[src/rtl/spi_pkg.sv]
// Shared definitions for the SPI command receiver: frame width, SPI mode and FSM states.
package spi_pkg;

    localparam int SPI_WIDTH = 64;

    // Mode 0: SCK idles low, MOSI sampled on the rising edge, MISO changes on the falling edge
    localparam bit SPI_CPOL = 1'b0;
    localparam bit SPI_CPHA = 1'b0;

    typedef enum logic [1:0] {
        IDLE,
        RX,
        LATCH,
        COMMIT
    } rx_state_t;

endpackage

[src/rtl/spi_sync_edge.sv]
// Synchroniser for one asynchronous SPI pin, with a history flop for edge strobes.
module spi_sync_edge #(
    parameter int STAGES    = 2,
    parameter bit RESET_VAL = 1'b0
) (
    input  logic clk,
    input  logic reset,
    input  logic pin,
    output logic o_level,
    output logic o_rise,
    output logic o_fall
);

    logic [STAGES-1:0] chain;
    logic              history;

    // Move the pin through the synchroniser chain and keep the previous synchronised level
    always_ff @(posedge clk) begin
        if (reset) begin
            chain   <= {STAGES{RESET_VAL}};
            history <= RESET_VAL;
        end else begin
            chain   <= {chain[STAGES-2:0], pin};
            history <= chain[STAGES-1];
        end
    end

    assign o_level = chain[STAGES-1];
    assign o_rise  = o_level & ~history;
    assign o_fall  = ~o_level & history;

endmodule

[src/rtl/spi_cmd_rx.sv]
// SPI mode-0 slave that deserialises fixed-width command words and returns a status word.
module spi_cmd_rx
    import spi_pkg::*;
#(
    parameter int WIDTH       = SPI_WIDTH,
    parameter int SYNC_STAGES = 2,
    parameter int ERRCNT_W    = 8
) (
    input  logic                CLK,
    input  logic                i_reset,
    input  logic                i_sck,
    input  logic                i_cs_n,
    input  logic                i_mosi,
    input  logic [WIDTH-1:0]    i_status,
    output logic                o_miso,
    output logic [WIDTH-1:0]    o_mem,
    output logic                o_shiftedIn,
    output logic                o_frameErr,
    output logic [ERRCNT_W-1:0] o_errCount
);

    // The counter saturates one past WIDTH so over-length frames never alias to a valid count
    localparam int                 CNT_W    = $clog2(WIDTH + 2);
    localparam logic [CNT_W-1:0]   CNT_FULL = CNT_W'(WIDTH);
    localparam logic [CNT_W-1:0]   CNT_MAX  = CNT_W'(WIDTH + 1);

    logic sck_rise, sck_fall, unused_sck_level;
    logic cs_rise, cs_fall, unused_cs_level;
    logic mosi_level, unused_mosi_rise, unused_mosi_fall;

    spi_sync_edge #(.STAGES(SYNC_STAGES), .RESET_VAL(SPI_CPOL)) sck_sync (
        .clk     (CLK),
        .reset   (i_reset),
        .pin     (i_sck),
        .o_level (unused_sck_level),
        .o_rise  (sck_rise),
        .o_fall  (sck_fall)
    );

    // CS chain resets low so a chip select already asserted at reset release never looks like a frame start
    spi_sync_edge #(.STAGES(SYNC_STAGES), .RESET_VAL(1'b0)) cs_sync (
        .clk     (CLK),
        .reset   (i_reset),
        .pin     (i_cs_n),
        .o_level (unused_cs_level),
        .o_rise  (cs_rise),
        .o_fall  (cs_fall)
    );

    spi_sync_edge #(.STAGES(SYNC_STAGES), .RESET_VAL(1'b0)) mosi_sync (
        .clk     (CLK),
        .reset   (i_reset),
        .pin     (i_mosi),
        .o_level (mosi_level),
        .o_rise  (unused_mosi_rise),
        .o_fall  (unused_mosi_fall)
    );

    rx_state_t        state;
    logic [WIDTH-1:0] rx_shift;
    logic [WIDTH-1:0] tx_shift;
    logic [CNT_W-1:0] bit_count;
    logic [CNT_W-1:0] count_next;
    logic             start_pending;

    // Bit count including a sample arriving in this cycle, so a coincident CS rise sees the final count
    always_comb begin
        count_next = bit_count;
        if (sck_rise && (bit_count != CNT_MAX)) begin
            count_next = bit_count + 1'b1;
        end
    end

    // Frame FSM: start on CS fall, shift on SCK strobes, validate length on CS rise, then latch and commit
    always_ff @(posedge CLK) begin
        if (i_reset) begin
            state         <= IDLE;
            rx_shift      <= '0;
            tx_shift      <= '0;
            bit_count     <= '0;
            start_pending <= 1'b0;
            o_mem         <= '0;
            o_shiftedIn   <= 1'b0;
            o_frameErr    <= 1'b0;
            o_errCount    <= '0;
            o_miso        <= 1'b0;
        end else begin
            o_frameErr <= 1'b0;
            case (state)
                IDLE: begin
                    if (cs_fall || start_pending) begin
                        start_pending <= 1'b0;
                        o_shiftedIn   <= 1'b0;
                        bit_count     <= '0;
                        tx_shift      <= i_status;
                        o_miso        <= i_status[WIDTH-1];
                        state         <= RX;
                    end
                end
                RX: begin
                    if (sck_rise) begin
                        rx_shift  <= {rx_shift[WIDTH-2:0], mosi_level};
                        bit_count <= count_next;
                    end
                    if (sck_fall) begin
                        tx_shift <= {tx_shift[WIDTH-2:0], 1'b0};
                        o_miso   <= tx_shift[WIDTH-2];
                    end
                    if (cs_rise) begin
                        if (count_next == CNT_FULL) begin
                            state <= LATCH;
                        end else begin
                            o_frameErr <= 1'b1;
                            if (o_errCount != {ERRCNT_W{1'b1}}) begin
                                o_errCount <= o_errCount + 1'b1;
                            end
                            state <= IDLE;
                        end
                    end
                end
                LATCH: begin
                    o_mem <= rx_shift;
                    if (cs_fall) begin
                        start_pending <= 1'b1;
                    end
                    state <= COMMIT;
                end
                COMMIT: begin
                    o_shiftedIn <= 1'b1;
                    if (cs_fall) begin
                        start_pending <= 1'b1;
                    end
                    state <= IDLE;
                end
                default: state <= IDLE;
            endcase
        end
    end

endmodule

[config.mk]
export PLATFORM = sky130hd
export DESIGN_NAME = spi_cmd_rx
export DESIGN_NICKNAME = d
export VERILOG_FILES = /design/src/rtl/spi_pkg.sv /design/src/rtl/spi_sync_edge.sv /design/src/rtl/spi_cmd_rx.sv
export SDC_FILE = /design/constraint.sdc
export NUM_CORES = 1
export LEC_CHECK = 0
export CAP_MARGIN = 20
export CORE_MARGIN = 2
export CORE_UTILIZATION = 30
export DETAILED_ROUTE_END_ITERATION = 8
export PLACE_DENSITY_LB_ADDON = 0.2
export SYNTH_ARGS = -nofsm -noshare
export SYNTH_HDL_FRONTEND = slang
export SYNTH_SLANG_ARGS = --single-unit
[constraint.sdc]
create_clock -name CLK -period 2.25 [get_ports CLK]
set_input_delay 0.45 -clock CLK [delete_from_list [all_inputs] [get_ports CLK]]
set_output_delay 0.45 -clock CLK [all_outputs]
set_load 0.005 [all_outputs]
==> results.py <==
metrics = {
    "grt": {
        "overflow": 0,
        "pin_count_of_the_biggest_net_entering_global_routing": 71,
        "grt_pass1_vias": 6371,
        "grt_pass1_wl_mm": 32.17,
        "antenna_found_initial": 0,
        "grt_use_total_pct": 13.06,
    },
    "cells_and_area": {
        "layout-drive-gt1-share_pct": 8.319,
        "most_common_cell_after_layout_fill_and_taps_aside": "nand2_1",
        "post-route-util_pct": 41.21,
        "nFillCells": 2782,
        "num-nets-final": 1196,
        "n_antenna_cell": 0,
        "mostFrequentLayoutCells": "nand2_1 (269), dfxtp_1 (215), clkdlybuf4s50_1 (142), a21oi_1 (138), nor2_1 (77)",
        "layout.cells.non_filler": 1520,
        "flow.area_growth_from_synthesis_pct": 34.81,
    },
    "clock_network": {
        "cts_htree_levels": 1,
        "cts_hold_buffers": 0,
        "max-clock-path-buffers": 3,
        "cts_root_buffer": "clkbuf_16",
        "clock_insertion_delay_worst_skew_ns": 0.51,
        "cts-buffers-inserted": 26,
        "tritoncts": "done",
        "clock_sink_count": 220,
        "path_clk_slew_ns": 0.06,
    },
    "die": {
        "fp.dieH_um": 172.5,
        "io-pin-count": 144,
        "dieArea_um2": 29750,
        "initial_cell_density_of_the_core_pct": 30.57,
        "die-width_um": 172.5,
        "std_cell_rows": 61,
        "core-area_um2": 27860,
    },
    "logic_synthesis": {
        "synth.yosys.warnings": 0,
        "postSynth.topFlopCell": "dfxtp_1",
        "synth-async-reset-ratio_pct": 0,
        "seq_area_frac_synth_pct": 51.72,
        "netlist_instances": 1006,
        "synth.cell_area_um2": 8516,
        "syn-num-nets": 1078,
        "synth_cell_type_count": 48,
        "yosys_register_bits": 220,
        "number_of_enable_type_register_cells_in_the_synthesized_netlist": 0,
        "synth.avg_cell_area_um2": 8.465,
    },
    "sta": {
        "final_hold_viol_count": 0,
        "worst_slew_margin_rel_pct": 53.46,
        "rsz0062_at_grt": "yes",
        "fmaxAchievable_mhz": 453.3,
        "slew_viol_final": 0,
        "worst_slew_pin_tran_ns": 0.6982,
        "min_tclk_post_route_ns": 2.206,
        "fin_ws_ns": 0.04420,
        "min_period_over_period_pct": 98.04,
        "setup_total_negative_slack_ns": 0,
        "clock_skew_ns": 0.006716,
        "setup-violations-final": 0,
    },
    "placed_design": {
        "dp_cells": 1467,
        "place.gp.congestion": 0.7472,
        "port_buffers": 143,
        "hpwlAfterDp_mm": 12.37,
        "place_worst_setup_slack_ns": -0.05511,
    },
    "critical_path": {
        "timing.critical_path.arrival_ns": 2.64,
        "crit_path_end_kind": "flop",
        "required_time_of_the_critical_path_ns": 2.69,
        "critPathLaunchType": "flop",
        "worst-path-max-fanout": 5,
        "criticalPathCategory": "reg2reg",
    },
    "power": {
        "post-layout-total-power_mw": 8.727,
        "power.density_cell_area_nw_per_um2": 760.2,
        "power.leakage_nw": 4.115,
        "peakVddDrop_mv": 0.5080,
    },
    "detailed_routing": {
        "detail_route.first_pass.iterations": 4,
        "finalWirelength_mm": 19.92,
        "wl_per_cell_um": 13.11,
        "detail-route-antenna-nets": 0,
        "routed-via-count": 7052,
        "initialDrtViolationCount": 482,
        "post_drt_via_cell_ratio": 4.639,
        "post-route-drc-count": 0,
    },
    "min_path": {
        "hold_path.class": "in2reg",
    },
    "run_status": {
        "run_status": "completed",
    },
    "flow_run": {
        "drv_cap": 0,
    },
}
## state kept, by name, indices dropped and copies added (netlist names), named ones only
name	count
o_shiftedIn	1
o_frameErr	1
o_mem	64
tx_shift	63
sck_sync.history	1
o_errCount	8
o_miso	1
sck_sync.chain	2
rx_shift	64
state	1
cs_sync.chain	2
bit_count	7
cs_sync.history	1
mosi_sync.chain	2
start_pending	1
## final cells by class
cell class	count	area, um2	area share, %
inverter	4	15.01	0.1308
sequential	220	4418	38.48
multi-input combinational	701	3872	33.73
tap	378	473.0	4.120
clock inverter	8	142.6	1.243
timing repair buffer	171	1802	15.69
clock buffer	38	757.0	6.594
## worst paths after layout
kind,start,to,slack [ns],depth (start not counted)
hold / removal,i_reset,state[0],0.40,2
setup / recovery,sck_sync.history,o_errCount[5],0.04,8
setup reg to reg,sck_sync.history,o_errCount[5],0.04,8
hold reg to reg,sck_sync.chain[0],sck_sync.chain[1],0.43,1
## metal layers
metal / part of all wire (%) / GRT usage (%) / up-vias / wire [um]
met5: 0 / 0 / - / 0
met4: 1.8 / 3.288 / 0 / 358
met3: 6.0 / 3.342 / 29 / 1191
met2: 42 / 19.32 / 151 / 8317
met1: 50 / 18.83 / 3216 / 10060
li1: - / - / 3656 / -
## stage by stage
stage	hold slack, ns	cell area (um2)
2_1_floorplan	0.4138	8516
3_3_place_gp	0.4212	10420
3_5_place_dp	0.4231	10420
4_1_cts	0.3740	11320
5_1_grt	0.4062	11480
6_report	0.3997	11480
## cells in the mapped netlist, types with 2 or more instances
library cell	count	area share [%]
or2_1	2	0.15
a21oi_1	138	8.1
o21ai_0	6	0.35
nor3_1	7	0.41
nand2_1	269	12
o31ai_1	2	0.18
mux2i_1	64	7.5
or4_1	2	0.18
ha_1	3	0.44
buf_2	10	0.59
nand3_1	2	0.12
inv_1	4	0.18
nor2_1	78	3.4
a311oi_2	2	0.35
dfxtp_1	220	52
nand4b_1	2	0.21
buf_1	10	0.44
o21ai_1	4	0.24
clkbuf_1	58	2.6
a31oi_1	2	0.15
nand2b_1	5	0.37
a22oi_1	2	0.18
or3_1	3	0.22
buf_6	3	0.40
nand4_1	5	0.37
nor4_1	2	0.15
a211oi_1	63	5.6
nor2b_1	15	1.1
mux2_1	4	0.53
## worst max-delay path: stages, from the launching register on
cell and delay [ns]:
dfxtp_2 0.32, nand4b_1 0.25, or2_4 0.32, a311oi_4 0.29, a311oi_4 0.09, buf_4 0.16
buf_6 0.11, or4_1 0.46, a21oi_1 0.13
## what timing repair did
item,in CTS,in global routing
endpoints found under the setup margin,4,7
gates resized for setup,1,22
buffers inserted,0,6
cloned,0,1
pin swaps,0,8
## cells by family (layout without fill, tap and decap cells)
family / Yosys count / count (layout) / synth area share [%]
mux: 68 / 68 / 8.052
simple gates: 404 / 404 / 19.84
flops: 220 / 220 / 51.72
buf+inv: 85 / 221 / 4.158
fa+ha+maj: 3 / 3 / 0.4408
compound gates: 225 / 225 / 15.69
xor+xnor: 1 / 1 / 0.1029
## power by group
part | internal, mW | total, mW | switching, mW
registers | 3.94 | 3.97 | 0.0259
clock network | 2.77 | 4.35 | 1.57
logic | 0.215 | 0.409 | 0.193
Power figures use the tool's default switching activity.
